File: config.mk
export PLATFORM = sky130hd
export DESIGN_NAME = ds2x2_engine
export DESIGN_NICKNAME = d
export VERILOG_FILES = /design/src/rtl/ds2x2_engine.sv
export SDC_FILE = /design/constraint.sdc
export NUM_CORES = 1
export LEC_CHECK = 0
export BUFFER_PORTS_ARGS = -buffer_cell sky130_fd_sc_hd__buf_2
export CAP_MARGIN = 20
export CORE_ASPECT_RATIO = 1.25
export CORE_UTILIZATION = 54
export DETAILED_ROUTE_END_ITERATION = 10
export PLACE_DENSITY = 0.78
export SLEW_MARGIN = 0
export SYNTH_ARGS = -nofsm -noshare
export SYNTH_HDL_FRONTEND = slang
export SYNTH_SLANG_ARGS = --single-unit
export TNS_END_PERCENT = 1
File: constraint.sdc
create_clock -name clk -period 4.5 [get_ports clk]
set_clock_uncertainty 0.2 [all_clocks]
set_input_delay 1.35 -clock clk [delete_from_list [all_inputs] [get_ports clk]]
set_output_delay 1.35 -clock clk [all_outputs]
set_load 0.005 [all_outputs]
File: src/rtl/ds2x2_engine.sv
`default_nettype none
// ============================================================================
// Module      : ds2x2_engine
// Description : 2x2 downsample engine. It reads the top row of each 2x2 block
//               through RAM port A and the bottom row through port B. It then
//               writes one reduced pixel per block back through port A.
//               Optional macro DS_MAXPOOL_EN selects a max-pool reduction
//               instead of the default rounded average.
// Revision    : 1.0 - initial release
// ============================================================================
module ds2x2_engine #(
  parameter int ADDR_W = 19,
  parameter int DIM_W  = 10
) (
  input  logic              clk,
  input  logic              rst_n,
  input  logic              start,
  input  logic [DIM_W-1:0]  img_w,
  input  logic [DIM_W-1:0]  img_h,
  input  logic [ADDR_W-1:0] src_base,
  input  logic [ADDR_W-1:0] dst_base,
  output logic              busy,
  output logic              done,
  output logic [ADDR_W-1:0] ram_addr_a,
  output logic [ADDR_W-1:0] ram_addr_b,
  output logic              ram_we_a,
  output logic              ram_we_b,
  output logic [7:0]        ram_data_a,
  output logic [7:0]        ram_data_b,
  input  logic [7:0]        ram_q_a,
  input  logic [7:0]        ram_q_b
);

  typedef enum logic [2:0] {
    IDLE = 3'd0,
    RD_L = 3'd1,
    RD_R = 3'd2,
    ACC  = 3'd3,
    WR   = 3'd4,
    FIN  = 3'd5
  } state_t;

  state_t            state;
  logic [DIM_W-1:0]  ow;        // output width  = floor(img_w/2)
  logic [DIM_W-1:0]  oh;        // output height = floor(img_h/2)
  logic [DIM_W-1:0]  ox;
  logic [DIM_W-1:0]  oy;
  logic [ADDR_W-1:0] row_w;     // source row pitch, widened to address width
  logic [ADDR_W-1:0] rowp;      // address of the top-left pixel of the current block row
  logic [ADDR_W-1:0] src_ptr;   // address of the top-left pixel of the current block
  logic [ADDR_W-1:0] dst_ptr;   // address of the current output pixel
  logic [9:0]        sum;       // partial result after the left column pair

  logic [ADDR_W-1:0] in_w_ext;
  logic [ADDR_W-1:0] next_rowp;
  logic [ADDR_W-1:0] next_src;
  logic              last_col;
  logic              last_row;
  logic              degenerate;
  logic [9:0]        pair_val;
  logic [7:0]        blk_val;

  // Address steppers and end-of-row/end-of-image detection.
  always_comb begin
    in_w_ext   = ADDR_W'(img_w);
    next_rowp  = rowp + (row_w << 1);
    next_src   = src_ptr + ADDR_W'(2);
    last_col   = (ox == ow - DIM_W'(1));
    last_row   = (oy == oh - DIM_W'(1));
    degenerate = (img_w < DIM_W'(2)) || (img_h < DIM_W'(2));
  end

  // Reduction of the column pair currently on the RAM outputs.
  // pair_val seeds the accumulator and blk_val is the final pixel.
  always_comb begin
    pair_val = 10'd0;
    blk_val  = 8'd0;
`ifdef DS_MAXPOOL_EN
    pair_val = (ram_q_a > ram_q_b) ? {2'b00, ram_q_a} : {2'b00, ram_q_b};
    blk_val  = 8'((sum > pair_val) ? sum : pair_val);
`else
    pair_val = {1'b0, ({1'b0, ram_q_a} + {1'b0, ram_q_b})};
    // Round half up; a sum of four bytes plus 2 fits in 10 bits.
    blk_val  = 8'((sum + {2'b00, ram_q_a} + {2'b00, ram_q_b} + 10'd2) >> 2);
`endif
  end

  assign ram_we_b   = 1'b0;
  assign ram_data_b = 8'd0;

  // Control FSM. All RAM-facing outputs are registered.
  // Read addresses for the next block are loaded on the edge that enters RD_L.
  always_ff @(posedge clk) begin
    if (!rst_n) begin
      state      <= IDLE;
      busy       <= 1'b0;
      done       <= 1'b0;
      ram_we_a   <= 1'b0;
      ram_addr_a <= '0;
      ram_addr_b <= '0;
      ram_data_a <= 8'd0;
      ow         <= '0;
      oh         <= '0;
      ox         <= '0;
      oy         <= '0;
      row_w      <= '0;
      rowp       <= '0;
      src_ptr    <= '0;
      dst_ptr    <= '0;
      sum        <= 10'd0;
    end else begin
      case (state)
        IDLE: begin
          done <= 1'b0;
          if (start) begin
            row_w   <= in_w_ext;
            ow      <= img_w >> 1;
            oh      <= img_h >> 1;
            ox      <= '0;
            oy      <= '0;
            rowp    <= src_base;
            src_ptr <= src_base;
            dst_ptr <= dst_base;
            if (degenerate) begin
              // Nothing to produce: report completion without touching RAM.
              state <= FIN;
              done  <= 1'b1;
            end else begin
              state      <= RD_L;
              busy       <= 1'b1;
              ram_addr_a <= src_base;
              ram_addr_b <= src_base + in_w_ext;
            end
          end
        end
        RD_L: begin
          ram_addr_a <= ram_addr_a + ADDR_W'(1);
          ram_addr_b <= ram_addr_b + ADDR_W'(1);
          state      <= RD_R;
        end
        RD_R: begin
          sum   <= pair_val;
          state <= ACC;
        end
        ACC: begin
          ram_data_a <= blk_val;
          ram_addr_a <= dst_ptr;
          ram_we_a   <= 1'b1;
          state      <= WR;
        end
        WR: begin
          ram_we_a <= 1'b0;
          dst_ptr  <= dst_ptr + ADDR_W'(1);
          if (last_col) begin
            ox         <= '0;
            oy         <= oy + DIM_W'(1);
            rowp       <= next_rowp;
            src_ptr    <= next_rowp;
            ram_addr_a <= next_rowp;
            ram_addr_b <= next_rowp + row_w;
            if (last_row) begin
              state <= FIN;
              busy  <= 1'b0;
              done  <= 1'b1;
            end else begin
              state <= RD_L;
            end
          end else begin
            ox         <= ox + DIM_W'(1);
            src_ptr    <= next_src;
            ram_addr_a <= next_src;
            ram_addr_b <= next_src + row_w;
            state      <= RD_L;
          end
        end
        FIN: begin
          done  <= 1'b0;
          busy  <= 1'b0;
          state <= IDLE;
        end
        default: begin
          state <= IDLE;
        end
      endcase
    end
  end

endmodule
`default_nettype wire

==> results.sh, run 1 <==
export IMPL_status="finished clean"
export IMPL_cts_sinks=157
export IMPL_r2r_start="row_w[1]$_SDFFE_PN0P_"
export IMPL_die_height_um=165
export IMPL_clk_path_buf_depth=2
export IMPL_synth_compound_area_share_pct=23.9
export IMPL_end_kind="flip-flop"
export IMPL_drc_errors=0
export IMPL_track_usage_pct=34.3
export IMPL_holdCritStartpoint="ram_data_a[3]$_SDFFE_PN0N_"
export IMPL_final_core_util_pct=63.7
export IMPL_vias=12200
export IMPL_yosys_register_bits=157
export IMPL_avgRoutedWirePerCell_um=19.2
export IMPL_fin_crit_sh_pct=96.0
export IMPL_slew_headroom_pct=29.9
export IMPL_num_rows=59
export IMPL_crit_path_max_incr_delay_ns=0.35
export IMPL_nets=1807
export IMPL_p_per_area_nw_per_um2=346
export IMPL_crit_fanout=6
export IMPL_crit_family="compound AO/OA/AOI/OAI gates"
export IMPL_worst_pin_slew_ns=1.04
export IMPL_startpoint_type="flip-flop"
export IMPL_clkPwrFrac_pct=33.7
export IMPL_io_buffer_count=124
export IMPL_crit_chain="inv_2, ha_1, buf_4, o21bai_1, a211oi_1, o21ai_1, nand3_2, and2_1, nand2_1, o21ai_1, buf_4, ha_1, a21o_1, a21oi_1, o211ai_1, a31o_2, a21o_1, a21oi_4, nor3_1, mux2i_1, a31oi_1"
export IMPL_syn_inst=1546
export IMPL_synthFlopType="dfxtp_1"
export IMPL_max_vdd_ir_drop_mv=0.280
export IMPL_crit_slowest_cell="dfxtp_4"
export IMPL_die_area_um2=21900
export IMPL_grt_max_degree=46
export IMPL_switching_share_pct=35.6
export IMPL_period_needed_ns=4.32
export IMPL_whs_ns=0.254
export IMPL_core_region_area_um2=20800
export IMPL_cts_root_buffer="clkbuf_16"
export IMPL_r2r_end="ram_addr_b[13]$_SDFFE_PN0P_"
export IMPL_grt_pass1_wl_mm=58.4
export IMPL_dp_cells=1915
export IMPL_muxShareOfSynthArea_pct=1.93
export IMPL_synth_top_family_by_area="simple AND/OR/NAND/NOR gates"
export IMPL_comb_power_share_pct=29.0
export IMPL_arrival_ns=4.41
export IMPL_drive_gt1_share_pct=15.5
export IMPL_place_hpwl_mm=27.9
export IMPL_power_total_mw=4.59
export IMPL_p_int_mw=2.96
export IMPL_antenna_cells=0
export IMPL_synth_seq_area_share_pct=27.3
export IMPL_fin_tns_setup_ns=0
export IMPL_via_per_inst=6.26
export IMPL_final_cells=1951
export IMPL_max_freq_ghz=0.232
export IMPL_synthAdderAreaFrac_pct=7.90
export IMPL_area_growth_pct=15.2
export IMPL_path_buf_inv=3
export IMPL_synthArstFlopShare_pct=0
export IMPL_synthDistinctLibCells=82
export IMPL_ant_nets=0
export IMPL_worstHoldEndpoint="ram_data_a[3]$_SDFFE_PN0N_"
export IMPL_gp_congestion=0.949
export IMPL_yosys_area_share_xor_xnor_pct=9.58
export IMPL_synth_edf_count=0
export IMPL_power_share_sequential_pct=37.3
export IMPL_worstSetupPathType="reg2reg"
export IMPL_drtPass1Iterations=6
export IMPL_synth_simple_gate_area_share_pct=24.7
export IMPL_cts_buffers=17
export IMPL_setup_viol=0
export IMPL_reg2reg_slack_ns=0.18
export IMPL_ios=135
export IMPL_grt_ovfl_total=0
export IMPL_syn_avg_cell_area_um2=7.44
export IMPL_required_ns=4.59
export IMPL_antenna_found_initial=0
export IMPL_syn_cell_area_um2=11500
export IMPL_finalHoldViolCount=0
export IMPL_clk_latency_ns=0.44
export IMPL_grt_pass1_vias=11000
export IMPL_ff2ff_path_depth=21
export IMPL_max_cap_violations=0
export IMPL_maxSlewViolCount=0
export IMPL_initial_core_util_pct=55.3
export IMPL_htree_num_levels=4
export IMPL_drtIter0Drc=1151
export IMPL_min_path_type="reg2reg"
export IMPL_die_width_um=133
export IMPL_cts_clk_slew_worst_paths_ns=0.07
export IMPL_cts_tree="yes"
export IMPL_yosys_warnings=0
export IMPL_switching_power_mw=1.63
export IMPL_drt_total_wl_mm=37.5
export IMPL_hold_depth=2
export IMPL_leakagePower_nw=5.42
## logic make-up after synthesis
group | Yosys count
other cells | 1
mux | 21
simple gates | 600
buf+inv | 131
fa+ha+maj | 66
compound gates | 445
xor+xnor | 125
flops | 157
## per-stage QoR
stage	instance area [um2]	setup WS [ns]
after floorplan	11600	0.00755
after detailed placement	12600	0.0165
after CTS	13200	0.00292
final	13300	0.182
after global routing	13300	-0.0155
after global placement	12600	0.0960
## what timing repair did
action | CTS | global route
hold buffers | 0 | 0
endpoints found under the setup margin | 1 | 9
buffers inserted | 0 | 4
pin swaps | 1 | 8
gates resized for setup | 0 | 15
## layer usage
layer	GRT usage (%)	up-vias	part of all wire, %
li1	-	5801	-
met1	42.2	5688	40
met2	56.6	596	46
met3	4.73	127	8.1
met4	21.7	0	5.9
met5	0	-	0
## worst max path at each step
| stage | startpoint | endpoint | slack, ns | cells after the start |
|---|---|---|---|---|
| floorplan | row_w[1]$_SDFFE_PN0P_ | ram_addr_b[16]$_SDFFE_PN0P_ | 0.008 | 22 |
| global placement | row_w[1]$_SDFFE_PN0P_ | ram_addr_b[16]$_SDFFE_PN0P_ | 0.1 | 21 |
| detailed placement | row_w[3]$_SDFFE_PN0P_ | ram_addr_b[16]$_SDFFE_PN0P_ | 0.02 | 19 |
| CTS | row_w[4]$_SDFFE_PN0P_ | ram_addr_b[16]$_SDFFE_PN0P_ | 0.003 | 19 |
| global route | row_w[4]$_SDFFE_PN0P_ | ram_addr_b[13]$_SDFFE_PN0P_ | -0.02 | 18 |
| finish | row_w[1]$_SDFFE_PN0P_ | ram_addr_b[13]$_SDFFE_PN0P_ | 0.18 | 21 |
## tightest hold or removal path, stage by stage (launching register included)
cell and delay, ns:
dfxtp_1 0.31, nand2_1 0.05, a21oi_1 0.05
## cells in the final DEF, fill, tap and decap left out, types with 7 or more instances in the layout
cell	count
xor2_1	45
fa_1	10
o221ai_1	8
a21o_1	8
dfxtp_1	154
o211ai_1	20
and3_1	27
buf_4	57
conb_1	9
a221oi_1	7
xnor2_1	79
o22ai_1	9
nand3_1	55
ha_1	55
nand4_1	20
and4_1	7
buf_2	124
nand2b_1	7
mux2i_1	14
nor2_1	154
a21oi_1	162
inv_1	38
a211oi_1	34
clkbuf_16	17
o21bai_1	8
o21ai_0	91
a22oi_1	10
nor4_1	11
a31oi_1	21
and2_1	12
nor3_1	48
nand2_1	207
nor4b_1	8
## area by class of cell
class	count	area, um2
clock inverter	14	183
fill	1868	7560
tap	274	343
timing repair buffer	181	1050
multi-input combinational	1266	7950
sequential	157	3150
inverter	41	154
clock buffer	18	429
## power groups by stage
stage          Combinational (mW)  Clock, mW  Sequential (mW)
2_1_floorplan               0.870          0             1.69
3_3_place_gp                 1.25          0             1.73
3_5_place_dp                 1.28          0             1.73
4_1_cts                      1.29       1.54             1.70
5_1_grt                      1.46       1.61             1.73
6_report                     1.33       1.55             1.71
## registers in the layout, indices dropped and copies added (netlist names)
| signal | flops |
|---|---|
| dst_ptr | 19 |
| ram_addr_a | 19 |
| ram_addr_b | 19 |
| rowp | 19 |
| src_ptr | 19 |
| ox | 10 |
| oy | 10 |
| row_w | 10 |
| oh | 9 |
| sum | 9 |
| ram_data_a | 8 |
| state | 3 |
| busy | 1 |
| done | 1 |
| ram_we_a | 1 |
## cell usage after synthesis (9+ instances only)
cell type,n,area (um2)
xnor2_1,79,692
nor3_1,49,245
dfxtp_1,157,3140
a31oi_1,21,131
and2_1,12,75.1
mux2i_1,15,150
nor2_1,157,589
a211oi_1,34,255
a21oi_1,166,831
o21ai_0,96,480
o22ai_1,9,56.3
xor2_1,45,394
nand3_1,55,275
clkbuf_1,69,259
inv_1,39,146
and3_1,27,169
nor4_1,12,75.1
a22oi_1,10,75.1
nand4_1,20,125
buf_4,9,67.6
fa_1,11,220
nand2_1,209,785
ha_1,55,688
o211ai_1,20,150
(Power assumes the default switching activity.)
==> run 2, diff against run 1 <==
--- a/config.mk
+++ b/config.mk
@@ -10,6 +10,7 @@
 export CORE_ASPECT_RATIO = 1.25
 export CORE_UTILIZATION = 54
 export DETAILED_ROUTE_END_ITERATION = 10
+export GPL_TIMING_DRIVEN = 0
 export PLACE_DENSITY = 0.78
 export SLEW_MARGIN = 0
 export SYNTH_ARGS = -nofsm -noshare
==> run 2 against run 1 <==
Effect of this change: global-route usage is 7.4 points higher; sequential cell count stayed put; combinational power is 5% higher; via count is 5.9% higher; critical path type unchanged; worst hold slack better by 0.0028 ns; sequential share of layout area is 0.37 points lower; count of clock-buffer cells in the layout is 2 higher; register-to-register slack worse by 0.18 ns; power is 2.8% higher; largest cell class unchanged; die area stayed put; core utilization is 1.3 points higher; clock power is 3% higher.
==> results.sh, run 2 (same netlist as run 1, synthesis figures left out) <==
export IMPL_grt_max_degree=17
export IMPL_worst_pin_slew_ns=0.967
export IMPL_die_height_um=165
export IMPL_ios=135
export IMPL_cts_buffers=17
export IMPL_final_cell_mix="208 x nand2_1, 160 x a21oi_1, 156 x nor2_1"
export IMPL_vias=12900
export IMPL_cts_tree="yes"
export IMPL_multi_input_area_um2=8030
export IMPL_arrival_ns=4.67
export IMPL_nets=1866
export IMPL_startpoint_type="flip-flop"
export IMPL_ant_nets=0
export IMPL_die_width_um=133
export IMPL_avgRoutedWirePerCell_um=22.8
export IMPL_fin_crit_sh_pct=100
export IMPL_hold_depth=2
export IMPL_final_common_cell="nand2_1"
export IMPL_htree_num_levels=4
export IMPL_rsz0062_at_grt="true"
export IMPL_clk_path_buf_depth=2
export IMPL_min_path_type="reg2reg"
export IMPL_cts_clk_slew_worst_paths_ns=0.07
export IMPL_num_rows=59
export IMPL_drtIter0Drc=1702
export IMPL_drtPass1Iterations=5
export IMPL_antenna_found_initial=0
export IMPL_finalHoldViolCount=0
export IMPL_area_growth_pct=17.6
export IMPL_grt_pass1_wl_mm=68.7
export IMPL_cts_root_buffer="clkbuf_16"
export IMPL_via_per_inst=6.44
export IMPL_ff2ff_path_depth=19
export IMPL_end_kind="flip-flop"
export IMPL_initial_core_util_pct=55.3
export IMPL_maxSlewViolCount=0
export IMPL_max_cap_violations=0
export IMPL_slew_headroom_pct=35.5
export IMPL_status="finished clean"
export IMPL_seqCellArea_um2=3160
export IMPL_gp_congestion=1.05
export IMPL_fill_cells=1854
export IMPL_cts_sinks=157
export IMPL_place_hpwl_mm=34.2
export IMPL_grt_pass1_vias=11800
export IMPL_core_region_area_um2=20800
export IMPL_final_core_util_pct=65.0
export IMPL_fin_tns_setup_ns=0
export IMPL_clk_latency_ns=0.44
export IMPL_period_needed_ns=4.50
export IMPL_setup_viol=0
export IMPL_die_area_um2=21900
export IMPL_max_freq_ghz=0.222
export IMPL_drt_total_wl_mm=45.8
export IMPL_p_per_area_nw_per_um2=349
export IMPL_required_ns=4.67
export IMPL_drc_errors=0
export IMPL_antenna_cells=0
export IMPL_leakagePower_nw=5.45
export IMPL_io_buffer_count=124
export IMPL_track_usage_pct=41.6
export IMPL_worstSetupPathType="reg2reg"
export IMPL_drive_gt1_share_pct=14.9
export IMPL_max_vdd_ir_drop_mv=0.294
export IMPL_grt_ovfl_total=0
export IMPL_crit_fanout=9
==> run 2: changes by cell type in the layout (fill, tap and decap cells not counted), moves of 3 or more <==
| cell | before | now |
|---|---|---|
| dfxtp_1 | 154 | 150 |
| o21ai_0 | 91 | 88 |
| inv_8 | 1 | 4 |
| buf_4 | 57 | 38 |
| buf_1 | 0 | 7 |
| dfxtp_4 | 1 | 5 |
| clkbuf_1 | 1 | 68 |
==> run 2: timing repair <==
| item | CTS | global route |
|---|---|---|
| endpoints found under the hold margin | 0 | 0 |
| pin swaps | 9 | 13 |
| setup buffers | 14 | 15 |
| gates resized for setup | 27 | 24 |
| gates cloned | 0 | 0 |
| setup endpoints to repair | 13 | 12 |
| hold buffers | 0 | 0 |
==> run 2: power breakdown <==
part	leakage [nW]	switching, mW	internal (mW)
sequential	1.29	0.192	1.53
clock	0.309	0.679	0.923
combinational	3.84	0.857	0.540
total	5.45	1.73	2.99
==> run 2: per-stage QoR <==
step	hold WS, ns	setup slack, ns	std cells	cell area [um2]	total power, mW
2_1_floorplan	0.236	0.00755	1554	11600	2.56
3_3_place_gp	0.238	-0.626	1952	12500	3.02
3_5_place_dp	0.243	-0.709	1952	12500	3.04
4_1_cts	0.259	0.0195	1996	13300	4.65
5_1_grt	0.277	-0.183	2010	13500	4.90
6_report	0.257	0.00199	2010	13500	4.72
==> run 2: path summary, 6_finish.rpt <==
path | from | endpoint | slack [ns]
setup / recovery | row_w[7]$_SDFFE_PN0P_ | ram_addr_b[16]$_SDFFE_PN0P_ | 0.002
hold / removal | ram_data_a[3]$_SDFFE_PN0N_ | ram_data_a[3]$_SDFFE_PN0N_ | 0.26
setup reg to reg | row_w[7]$_SDFFE_PN0P_ | ram_addr_b[16]$_SDFFE_PN0P_ | 0.002
hold reg to reg | ram_data_a[3]$_SDFFE_PN0N_ | ram_data_a[3]$_SDFFE_PN0N_ | 0.26
==> run 2: critical path: stages (launching register included) <==
cell	delay (ns)
dfxtp_1	0.68
nor2_1	0.19
nand4b_1	0.15
xor2_1	0.20
and4_4	0.35
nand2_8	0.10
mux2i_2	0.17
inv_1	0.09
ha_4	0.13
inv_2	0.04
fa_2	0.37
nor2b_2	0.13
o21ai_2	0.08
a21boi_2	0.19
o21ai_2	0.10
a21oi_2	0.21
a311oi_4	0.15
nor4_4	0.30
or4b_4	0.50
o211ai_2	0.09
==> run 2: layout make-up <==
class	count	share of cell area [%]
multi-input combinational	1266	59.3
sequential	157	23.4
timing repair buffer	154	6.23
clock buffer	20	3.38
buffer	86	2.71
tap	274	2.53
clock inverter	12	1.29
inverter	41	1.14
==> run 2: per-layer routing <==
metal	up-vias	GRT usage [%]	wire length, um
met3	222	9.89	4570
met4	0	30.1	3600
met2	753	65.3	20100
met1	6055	50.1	17600
met5	-	0	0
li1	5905	-	-
